## src/rtl/clocked_index_reverse_buffer_if.sv

```systemverilog
// Stream interface for clocked_index_reverse_buffer.
// Carries the fill-side and drain-side valid/ready handshakes.
interface clocked_index_reverse_buffer_if #(
   parameter int DATA_W = 8
);
   logic              in_valid;
   logic              in_ready;
   logic [DATA_W-1:0] in_data;
   logic              out_valid;
   logic              out_ready;
   logic [DATA_W-1:0] out_data;
   logic              out_last;

   modport master (
      output in_valid, in_data, out_ready,
      input  in_ready, out_valid, out_data, out_last
   );

   modport slave (
      input  in_valid, in_data, out_ready,
      output in_ready, out_valid, out_data, out_last
   );
endinterface

```

## src/rtl/clocked_index_reverse_buffer.sv

```systemverilog
// Frame buffer: fills DEPTH words, then replays them reversed or in order.
// Publishes a registered snapshot of the frame in replay order.
module clocked_index_reverse_buffer #(
   parameter int DATA_W = 8,
   parameter int DEPTH = 10,
   localparam int CNT_W = $clog2(DEPTH + 1)
) (
   input  logic clk,
   input  logic rst_n,
   input  logic flush,
   input  logic mode,
   clocked_index_reverse_buffer_if.slave bus,
   output logic [DATA_W-1:0] out_mem [0:DEPTH-1],
   output logic [CNT_W-1:0] fill_count
);
   localparam int AW = $clog2(DEPTH);

   typedef enum logic {
      FILL,
      DRAIN
   } state_t;

   state_t            state;
   logic [DATA_W-1:0] mem [0:DEPTH-1];
   logic [CNT_W-1:0]  rd_idx;
   logic              in_hs;
   logic              out_hs;
   logic              last_fill;

   assign bus.in_ready  = (state == FILL);
   assign bus.out_valid = (state == DRAIN);
   assign bus.out_last  = (state == DRAIN) &&
                          (rd_idx == CNT_W'(DEPTH - 1));
   assign bus.out_data  = out_mem[rd_idx[AW-1:0]];

   assign in_hs     = bus.in_valid && (state == FILL);
   assign out_hs    = bus.out_ready && (state == DRAIN);
   assign last_fill = in_hs &&
                      (fill_count == CNT_W'(DEPTH - 1));

   // Frame FSM: fill counter, word store, snapshot load and replay index.
   always_ff @(posedge clk or negedge rst_n) begin
      if (!rst_n) begin
         state      <= FILL;
         fill_count <= '0;
         rd_idx     <= '0;
         for (int i = 0; i < DEPTH; i++) begin
            mem[i]     <= '0;
            out_mem[i] <= '0;
         end
      end else if (flush) begin
         state      <= FILL;
         fill_count <= '0;
         rd_idx     <= '0;
      end else begin
         unique case (state)
            FILL: begin
               if (in_hs) begin
                  mem[fill_count[AW-1:0]] <= bus.in_data;
                  if (last_fill) begin
                     // The final word is not in mem yet; take it from the bus.
                     for (int i = 0; i < DEPTH; i++) begin
                        if (mode)
                           out_mem[i] <= (i == DEPTH - 1) ?
                                         bus.in_data : mem[i];
                        else
                           out_mem[i] <= (i == 0) ?
                                         bus.in_data : mem[DEPTH-1-i];
                     end
                     fill_count <= '0;
                     state      <= DRAIN;
                  end else begin
                     fill_count <= fill_count + 1'b1;
                  end
               end
            end
            DRAIN: begin
               if (out_hs) begin
                  if (bus.out_last) begin
                     rd_idx <= '0;
                     state  <= FILL;
                  end else begin
                     rd_idx <= rd_idx + 1'b1;
                  end
               end
            end
            default: state <= FILL;
         endcase
      end
   end
endmodule

```

## src/flat_wrapper.sv

```systemverilog
// flat-port wrapper written by rule: the top's interface ports become plain ports
module clocked_index_reverse_buffer_flat 
#(
   parameter int DATA_W = 8,
   parameter int DEPTH = 10,
   localparam int CNT_W = $clog2(DEPTH + 1)
)
  (clk, rst_n, flush, mode, out_mem, fill_count, bus_in_valid, bus_in_data, bus_out_ready, bus_in_ready, bus_out_valid, bus_out_data, bus_out_last);
  clocked_index_reverse_buffer_if #(.DATA_W(DATA_W)) bus_i ();
  input  logic clk;
  input  logic rst_n;
  input  logic flush;
  input  logic mode;
  output logic [DATA_W-1:0] out_mem[0:DEPTH-1];
  output logic [CNT_W-1:0] fill_count;
  input wire logic [$bits(bus_i.in_valid)-1:0] bus_in_valid;
  input wire logic [$bits(bus_i.in_data)-1:0] bus_in_data;
  input wire logic [$bits(bus_i.out_ready)-1:0] bus_out_ready;
  output wire logic [$bits(bus_i.in_ready)-1:0] bus_in_ready;
  output wire logic [$bits(bus_i.out_valid)-1:0] bus_out_valid;
  output wire logic [$bits(bus_i.out_data)-1:0] bus_out_data;
  output wire logic [$bits(bus_i.out_last)-1:0] bus_out_last;
  assign bus_i.in_valid = bus_in_valid;
  assign bus_i.in_data = bus_in_data;
  assign bus_i.out_ready = bus_out_ready;
  assign bus_in_ready = bus_i.in_ready;
  assign bus_out_valid = bus_i.out_valid;
  assign bus_out_data = bus_i.out_data;
  assign bus_out_last = bus_i.out_last;
  clocked_index_reverse_buffer #(.DATA_W(DATA_W), .DEPTH(DEPTH)) u_core (.clk(clk), .rst_n(rst_n), .flush(flush), .mode(mode), .bus(bus_i), .out_mem(out_mem), .fill_count(fill_count));
endmodule
```

## config.mk

```make
export PLATFORM = sky130hd
export DESIGN_NAME = clocked_index_reverse_buffer_flat
export DESIGN_NICKNAME = d
export VERILOG_FILES = /design/src/rtl/clocked_index_reverse_buffer_if.sv /design/src/rtl/clocked_index_reverse_buffer.sv /design/src/flat_wrapper.sv
export SDC_FILE = /design/constraint.sdc
export NUM_CORES = 1
export LEC_CHECK = 0
export BUFFER_PORTS_ARGS = -buffer_cell sky130_fd_sc_hd__clkbuf_2
export CAP_MARGIN = 10
export CORE_MARGIN = 1.5
export CORE_UTILIZATION = 30
export DETAILED_ROUTE_END_ITERATION = 10
export MAX_ROUTING_LAYER = met4
export PLACE_DENSITY = 0.53
export SLEW_MARGIN = 20
export SYNTH_ARGS = -nofsm -noshare
export SYNTH_HDL_FRONTEND = slang
export SYNTH_SLANG_ARGS = --single-unit
```

## constraint.sdc

```tcl
create_clock -name clk -period 1.6 [get_ports clk]
set_input_delay 0.24 -clock clk [delete_from_list [all_inputs] [get_ports clk]]
set_output_delay 0.24 -clock clk [all_outputs]
set_load 0.05 [all_outputs]
```

---- After elaboration in Yosys (flattened, before gate mapping) ----
Index checks and enable logic that the tools add are counted.
storage, ports and cells
  bits in registers ....................... 169
  bits of input ports ..................... 14
  output and inout bits ................... 95
cells by class
  add/subtract/negate cells ............... 2
  equality and inequality tests ........... 3
  reductions and logical operators ........ 12
  bitwise operators ....................... 4
  order comparisons ....................... 3
  multiplexer cells ....................... 30
operators with widths
  kind                                                                   number
  8-bit 2-to-1 mux                                                       13
  80-bit bitwise mux                                                     1
  8-bit binary-select mux with 4-bit select                              1
  8-bit demux with 4-bit select                                          1
  4-bit 2-to-1 mux                                                       8
  5-bit >= comparator (second input constant)                            2
  4-bit NOT with 5-bit output                                            2
  4-bit by 1-bit adder with 4-bit output (second input constant)         2
  4-bit equality test (second input constant)                            2
  2-bit nonzero test                                                     3
  1-bit logical AND                                                      5
  5-bit by 1-bit < comparator with 1-bit output (second input constant)  1
  1-bit 2-to-1 mux                                                       5
  2-bit AND reduction                                                    2
  4-bit AND reduction                                                    1
  3-bit AND reduction                                                    1
  2-bit != test (second input constant)                                  1
  1-bit NOT                                                              2
  1-bit one-hot mux with 2 select lines                                  1

---- Logic depth before layout (Yosys ltp) ----
Gate-level depths: netlist (run 1).
  word-level depth ........................ 7
  mapped depth ............................ 8
  mapped depth without buffers ............ 6

---- Worst setup path before layout (run 1) ----
No wires, ideal clock.
  path kind ............................... reg2out
  start point ............................. register u_core.rd_idx[0]
  end point ............................... output port bus_out_data[6]
  arrival ................................. 2.365 ns
  setup slack ............................. -1.005 ns
  cell stages (with the launch flop) ...... 7
  path through ............................ dfrtp_1 -> buf_2 -> buf_2 -> mux2i_1 -> nand3_1 -> o21ai_0 -> o32ai_1
between the ends
  word-level cells in the longest chain between the ends .. 4
ends and longest elaborated chain
  element                                              line                                source
  start, declared                                      clocked_index_reverse_buffer.sv:25  logic [CNT_W-1:0] rd_idx;
  start signal, assigned                               clocked_index_reverse_buffer.sv:83  rd_idx <= rd_idx + 1'b1;
  4-bit NOT with 5-bit output (not written as such)    clocked_index_reverse_buffer.sv:34  assign bus.out_data = out_mem[rd_idx[AW-1:0]];
  8-bit binary-select mux with 4-bit select            clocked_index_reverse_buffer.sv:34
  8-bit 2-to-1 mux (not written as such) (2 in a row)  clocked_index_reverse_buffer.sv:34
  end, declared                                        flat_wrapper.sv:21                  output wire logic [$bits(bus_i.out_data)-1:0] bus_out_data;
Every way passes these cells. The select of a mux whose other input is x is not followed.

---- Worst setup path in the final report (run 1) ----
  start point ............................. register u_core.rd_idx[0]
  end point ............................... output port bus_out_data[0]
Same word-level chain as after synthesis.

==> results.ini, run 1 <==
[worst_setup_path]
crit_fanout=18
cp.required_ps=1360
cp-startpoint=u_core.rd_idx[0]
cp.arrival_ps=1970
cp-start-kind=register
max_stage_delay_ps=540
critical_path_class=register to primary output
crit_top_cell=buf_12
path_cells=buf_12 > mux4_2 > nor2_4 > o22ai_4 > buf_12
crit_family=multiplexers
path_buf_inv=2
crit-reg2reg-launch=u_core.fill_count[1]
end_kind=primary output
slowest_stage=mux4_2

[global_route]
grt_pass1_wl_mm=39.0
met3_usage_pct=2.53
grt_max_degree=55
overflow=0
met1_usage_pct=29.2
antenna_found_initial=0
grtUsageTotal_pct=20.9
busiest_layer=met2
met2_usage_pct=31.8
grt_pass1_vias=6041

[route]
drt_iter0_markers=319
avgRoutedWirePerCell_um=22.4
route.detailed.drc=0
avgViaCountPerCell=5.20
vias=6121
wl_mm=26.4
drtAntennaViolNets=0
dr.pass1.iters=4

[power]
swShare_pct=25.5
p_clk_share_pct=44.0
combPwrFrac_pct=9.2
power.total_mw=9.51
power_per_cell_area_mw_per_mm2=821
p_leak_nw=5.44
ir_drop_v=0.000614
p_sw_mw=2.42
p_int_mw=7.09
power_frac_seq_pct=46.8

[final_layout]
layout_common_cells=dfrtp_1, mux2i_1, clkbuf_2
final_util_pct=47.2
instances_no_fill=1177
synthToLayoutAreaGrowth_pct=53.1
drive_above_1_share_pct=62.0
num_antenna_cells=0
fin_area_sq_mm=0.0116
final_nets=860
final_common_cell=dfrtp_1

[worst_hold_path]
hp-class=input port to register
hp-start=bus_out_ready

[timing]
worst_slack_ps=-605
slew_viol_final=0
fin_worst_skew_ps=9.15
setup_viol=113
rsz0062_at_grt=yes
max_freq_mhz=453
hold_viol=0
fin_crit_sh_pct=138
worstMarginPinSlew_ps=375
setup_tns_ps=-13930
maxSlewHeadroom_pct=74.8
period_needed_ps=2210
hold_slack_ps=58.9

[placement]
pre_cts_ws_ps=-235
gp_congestion=0.808
io_buffer_count=108
placed_cells=1106
post-dp-hpwl_mm=15.9
dpl-instance-area_sq_mm=0.00936

[clock_tree]
clockRootBuffer=clkbuf_16
cts_tree=built
cts.sinks=161
clk_pin_slew_worst_paths_ps=70
h-tree-depth=4
cts.path.max_buffers=2
cts_buffers=17
clk_latency_ps=430

[synthesis]
ys_seq_area_share_pct=53.2
avgSynthCellArea_sq_um=11.7
ys_types=36
synth-seq-cells=161
syn_inst=649
ys_warn_count=0
synth_nets=669
syn-cell-area_sq_mm=0.00757

[job]
cap_violations=0

[floorplan]
die_area_sq_mm=0.0262
fp-row-count=57
start_util_pct=30.8
ioPinCount=109
core-area_sq_mm=0.0245
die_h_um=162
fp.dieW_um=162

[run_status]
violations=negative setup slack
status=finished, violations left

metal layers:
layer / vias up / wire (um)
met1: 3235 / 12600
met5: - / 0
met4: 0 / 573
met3: 31 / 807
li1: 2723 / -
met2: 132 / 12400
worst paths after layout:
path / slack [ps] / cells past startpoint / to
worst min register to register: 520 / 2 / u_core.out_mem[5]
worst max register to register: -160 / 7 / u_core.mem[77]
min in group asynchronous: 270 / 2 / u_core.out_mem[55]
worst min-delay path: 60 / 2 / u_core.bus.out_valid
worst max-delay path: -610 / 5 / bus_out_data[0]
max in group asynchronous: 670 / 3 / u_core.out_mem[64]
power groups by stage:
| stage | Clock (mW) | Combinational (mW) | Sequential (mW) |
|---|---|---|---|
| global route | 4.43 | 0.951 | 4.48 |
| global placement | 0 | 0.748 | 4.51 |
| CTS | 4.24 | 0.839 | 4.45 |
| finish | 4.19 | 0.871 | 4.45 |
| detailed placement | 0 | 0.759 | 4.52 |
| floorplan | 0 | 0.467 | 4.50 |
registers in the layout, indices dropped and copies added, names as in the netlist:
name,count
u_core.bus.out_valid,1
u_core.fill_count,4
u_core.mem,72
u_core.rd_idx,4
u_core.out_mem,80
cells by family after synthesis:
logic type,share of synthesized area (%)
buffers and inverters,2.99
DFF,53.2
adders and majority gates,0.992
AOI/OAI and AO/OA,8.20
and+or+nand+nor,7.59
muxes,27.0
area by class of cell:
cell class / instances / area, sq um
multi-input cells: 436 / 4280
clock buffers: 19 / 443
clock inverters: 13 / 153
repair buffers: 219 / 2220
well taps: 324 / 405
inverters: 5 / 18.8
fillers: 2191 / 12900
flip-flops and latches: 161 / 4060
cell usage after synthesis:
| cell | count | area (sq um) |
|---|---|---|
| dfrtp_1 | 161 | 4030 |
| mux2i_1 | 97 | 971 |
| o21ai_0 | 90 | 450 |
| nand2_1 | 85 | 319 |
| mux2_2 | 79 | 890 |
| clkbuf_1 | 27 | 101 |
| buf_2 | 17 | 85.1 |
| nor2_1 | 16 | 60.1 |
| a21oi_1 | 9 | 45.0 |
| a31oi_1 | 9 | 56.3 |
| mux4_2 | 8 | 180 |
| o22ai_1 | 7 | 43.8 |
| ha_1 | 6 | 75.1 |
| inv_1 | 5 | 18.8 |
| nor3_1 | 4 | 20.0 |
| nand2_2 | 3 | 18.8 |
| nand3_1 | 3 | 15.0 |
| and3b_1 | 2 | 17.5 |
| clkbuf_2 | 2 | 10.0 |
| nand3b_1 | 2 | 15.0 |
| nand4_1 | 2 | 12.5 |
| a211oi_1 | 1 | 7.51 |
| a311oi_1 | 1 | 8.76 |
| and2_1 | 1 | 6.26 |
| and3_1 | 1 | 6.26 |
| and4b_1 | 1 | 10.0 |
| and4bb_1 | 1 | 12.5 |
| and4bb_2 | 1 | 12.5 |
| buf_1 | 1 | 3.75 |
| buf_4 | 1 | 7.51 |
| nand2b_1 | 1 | 6.26 |
| nand3_2 | 1 | 10.0 |
| nor2b_1 | 1 | 6.26 |
| nor3b_1 | 1 | 7.51 |
| nor3b_4 | 1 | 18.8 |
| o32ai_1 | 1 | 8.76 |
repair_timing:
item / 4_1_cts / 5_1_grt
endpoints found under the hold margin: 29 / 0
pin swaps: 33 / 63
buffers inserted: 15 / 7
endpoints found under the setup margin: 78 / 160
hold buffers: 1 / 0
resized for setup: 201 / 151
cloned: 21 / 5
Power figures use the tool's default switching activity.
==> inputs of run 2 (changes only) <==
- PLACE_DENSITY: 0.53 -> 0.6
==> results.ini, run 2 (synthesis gave the netlist of run 1 again) <==
[run_status]
status=finished, violations left
violations=negative setup slack

[power]
combPwrFrac_pct=9.4
p_clk_share_pct=44.9
swShare_pct=26.4
power_per_cell_area_mw_per_mm2=815
p_sw_mw=2.58
power_frac_seq_pct=45.7
ir_drop_v=0.000762
p_leak_nw=5.61
power.total_mw=9.75
p_int_mw=7.18

[clock_tree]
clk_pin_slew_worst_paths_ps=70
cts.sinks=161
clockRootBuffer=clkbuf_16
clk_latency_ps=440
cts_buffers=17
h-tree-depth=4
cts_tree=built
cts.path.max_buffers=2

[route]
drtAntennaViolNets=0
route.detailed.drc=0
dr.pass1.iters=5
wl_mm=25.3
avgRoutedWirePerCell_um=21.1
avgViaCountPerCell=5.14
drt_iter0_markers=406
vias=6153

[global_route]
grtUsageTotal_pct=20.0
grt_max_degree=48
grt_pass1_wl_mm=37.7
busiest_layer=met2
met1_usage_pct=25.5
overflow=0
met2_usage_pct=31.7
grt_pass1_vias=6156
met3_usage_pct=3.75
antenna_found_initial=0

[timing]
setup_tns_ps=-20380
worstMarginPinSlew_ps=466
fin_crit_sh_pct=140
maxSlewHeadroom_pct=68.8
worst_slack_ps=-640
max_freq_mhz=446
hold_slack_ps=70.2
rsz0062_at_grt=yes
setup_viol=113
period_needed_ps=2240
fin_worst_skew_ps=9.08
hold_viol=0
slew_viol_final=0

[floorplan]
die_area_sq_mm=0.0262
fp.dieW_um=162
ioPinCount=109
start_util_pct=30.8
core-area_sq_mm=0.0245
die_h_um=162
fp-row-count=57

[final_layout]
num_antenna_cells=0
final_common_cell=dfrtp_1
drive_above_1_share_pct=64.3
final_nets=881
layout_common_cells=dfrtp_1, clkbuf_2, mux2i_1
synthToLayoutAreaGrowth_pct=58.2
largest_reg_flops=80
largest-register=u_core.out_mem
top_regs=u_core.out_mem: 80 flops, u_core.mem: 72 flops
fin_area_sq_mm=0.0120
final_util_pct=48.8

[placement]
post-dp-hpwl_mm=16.1
gp_congestion=0.817
dpl-instance-area_sq_mm=0.00950
io_buffer_count=108

[worst_setup_path]
end_kind=primary output
cp-start-kind=register
critical_path_class=register to primary output
crit_fanout=11
cp.required_ps=1360
cp.arrival_ps=2000

[job]
cap_violations=0

[worst_hold_path]
hp-class=input port to register

run 2: final cells by class:
| cell class | count | area [sq um] |
|---|---|---|
| clock buffers | 17 | 425 |
| clock inverters | 15 | 211 |
| fillers | 2101 | 12600 |
| inverters | 5 | 18.8 |
| multi-input cells | 435 | 4390 |
| flip-flops and latches | 161 | 4060 |
| well taps | 324 | 405 |
| repair buffers | 241 | 2460 |
run 2: critical path: stages (launching register included):
cell and delay, ps:
dfrtp_2 440, buf_12 180, mux4_2 510, nor2_2 160
o22ai_4 110, buf_12 160
run 2: what timing repair did:
action | CTS | global route
setup endpoints to repair | 126 | 130
hold endpoints to repair | 102 | 0
hold buffers | 1 | 0
setup buffers | 23 | 7
gates cloned | 19 | 3
pin swaps | 69 | 35
resized for setup | 248 | 129
run 2: path summary, 6_finish.rpt:
check | start | endpoint | slack [ps] | depth (start not counted)
setup reg to reg | u_core.fill_count[1] | u_core.out_mem[58] | -260 | 11
max in group asynchronous | rst_n | u_core.bus.out_valid | 770 | 3
hold / removal | bus_out_ready | u_core.bus.out_valid | 70 | 2
min in group asynchronous | rst_n | u_core.out_mem[23] | 230 | 2
setup / recovery | u_core.rd_idx[0] | bus_out_data[1] | -640 | 5
hold reg to reg | u_core.mem[60] | u_core.mem[60] | 540 | 1
run 2: power groups by stage:
| stage | clock network, mW | logic, mW | registers (mW) |
|---|---|---|---|
| after floorplan | 0 | 0.467 | 4.50 |
| after global placement | 0 | 0.751 | 4.51 |
| after detailed placement | 0 | 0.765 | 4.52 |
| after CTS | 4.43 | 0.845 | 4.44 |
| after global routing | 4.61 | 0.996 | 4.48 |
| final | 4.38 | 0.918 | 4.46 |
run 2: through the flow:
stage               setup slack (ps)  instances
floorplan                       -219        649
global placement                -200       1126
detailed placement              -217       1126
CTS                             -644       1198
global route                    -688       1198
finish                          -640       1198
run 2: routing by layer:
metal	up-vias	routed length [um]
li1	2756	-
met1	3182	10900
met2	174	12400
met3	41	1290
met4	0	704
met5	-	0
==> inputs of run 3 (changes only) <==
- GPL_TIMING_DRIVEN: default -> 0
==> results.ini, run 3 (synthesis gave the netlist of run 1 again) <==
[floorplan]
core-area_sq_mm=0.0245
die_h_um=162
fp.dieW_um=162
die_area_sq_mm=0.0262
ioPinCount=109
fp-row-count=57
start_util_pct=30.8

[worst_setup_path]
cp-start-kind=register
end_kind=primary output
cp.arrival_ps=2170
crit_fanout=8
crit-reg2reg-launch=u_core.fill_count[1]
rr_worst_depth=11
r2r_slack_ps=-320
r2r_end=u_core.out_mem[11]
endpoint=bus_out_data[5]
cp-startpoint=u_core.rd_idx[0]
critical_path_class=register to primary output
cp.required_ps=1360

[final_layout]
fin_area_sq_mm=0.0113
num_antenna_cells=0
instances_no_fill=1156
layout_common_cells=dfrtp_1, clkbuf_2, mux2i_1
final_nets=839
final_common_cell=dfrtp_1
top_regs=u_core.out_mem: 80 flops, u_core.mem: 72 flops
drive_above_1_share_pct=58.9
synthToLayoutAreaGrowth_pct=49.2
largest_reg_flops=80
largest-register=u_core.out_mem

[power]
p_leak_nw=5.15
power_per_cell_area_mw_per_mm2=848
power.total_mw=9.57
ir_drop_v=0.000761

[global_route]
overflow=0
antenna_found_initial=0
grt_max_degree=77
grt_pass1_vias=6078
grtUsageTotal_pct=19.9
grt_pass1_wl_mm=37.4

[clock_tree]
cts_buffers=17
clk_pin_slew_worst_paths_ps=60
clk_latency_ps=440
clockRootBuffer=clkbuf_16
h-tree-depth=4
cts.sinks=161
cts.path.max_buffers=2
cts_tree=built

[worst_hold_path]
hp-class=input port to register
hold_depth=2

[route]
avgViaCountPerCell=5.13
wl_mm=25.4
drt_iter0_markers=311
drtAntennaViolNets=0
avgRoutedWirePerCell_um=22.0
route.detailed.drc=0
dr.pass1.iters=4
vias=5929

[placement]
io_buffer_count=107
post-dp-hpwl_mm=16.4
dpl-instance-area_sq_mm=0.00880
gp_congestion=0.831
placed_cells=1082

[timing]
hold_viol=0
worst_slack_ps=-808
slew_viol_final=0
max_freq_mhz=415
setup_tns_ps=-26010
period_needed_ps=2410
worstMarginPinSlew_ps=899
setup_viol=114
maxSlewHeadroom_pct=40.0
fin_crit_sh_pct=150
fin_worst_skew_ps=9.22
rsz0062_at_grt=yes

[run_status]
status=finished, violations left
violations=negative setup slack

[job]
cap_violations=0

[run 3: cell types whose count changed in the layout (fill, tap and decap cells not counted), moves of 7 or more]
| cell | delta |
|---|---|
| o21ai_1 | -10 |
| mux2_4 | +8 |
| buf_12 | -24 |
| buf_8 | +13 |
| nand2_4 | -28 |
| buf_4 | -67 |
| nand2_1 | +22 |
| mux2i_4 | +7 |
| buf_16 | -8 |
| o21ai_2 | +7 |
| buf_6 | +14 |
| mux2_2 | -8 |
| clkbuf_1 | +19 |
[run 3: through the flow]
step	util (%)	setup slack (ps)	hold WS [ps]
floorplan	-	-219	-55.6
global placement	35.6	-3040	476
detailed placement	35.9	-619	126
CTS	43.7	-758	27.7
global route	46.0	-838	25.0
finish	46.0	-808	34.4
[run 3: critical path, cell delays in order, from the launching register on]
cell     delay (ps)
dfrtp_2         480
buf_12          180
buf_16          160
mux2i_4         210
a31oi_2         230
o21ai_4         140
o22ai_4         140
buf_6           180
[run 3: timing repair]
item | in CTS | in global routing
hold buffers | 1 | 0
hold endpoints to repair | 20 | 0
resized for setup | 257 | 179
gates cloned | 8 | 4
pin swaps | 24 | 47
endpoints found under the setup margin | 137 | 163
buffers inserted | 33 | 10
[run 3: layout make-up]
cell class | instances | area [sq um]
fillers | 2196 | 13200
multi-input cells | 435 | 4400
flip-flops and latches | 161 | 4060
repair buffers | 158 | 1400
clock buffers | 19 | 433
plain buffers | 41 | 405
well taps | 324 | 405
clock inverters | 13 | 164
inverters | 5 | 21.3
[run 3: layer usage]
metal  wire (um)  vias to the layer above  part of all wire, %  global-route usage, %
li1            -                     2670                    -                      -
met1       11000                     3085                   43                   25.1
met2       12700                      144                   50                   32.0
met3        1220                       30                  4.8                   3.70
met4         531                        0                  2.1                   7.63
met5           0                        -                    0                      -
[run 3: report_power, final]
| group | total, mW | switching [mW] | internal, mW | leakage, nW |
|---|---|---|---|---|
| sequential | 4.47 | 0.178 | 4.29 | 2.15 |
| clock | 4.20 | 1.74 | 2.46 | 0.287 |
| combinational | 0.899 | 0.462 | 0.437 | 2.71 |
[run 3: how the worst min path moves through the flow]
stage | from | endpoint | slack, ps
2_1_floorplan | rst_n | u_core.bus.out_valid | -60
3_3_place_gp | bus_out_ready | u_core.bus.out_valid | 480
3_5_place_dp | rst_n | u_core.out_mem[63] | 130
4_1_cts | bus_out_ready | u_core.bus.out_valid | 30
5_1_grt | bus_out_ready | u_core.bus.out_valid | 30
6_report | bus_out_ready | u_core.bus.out_valid | 30
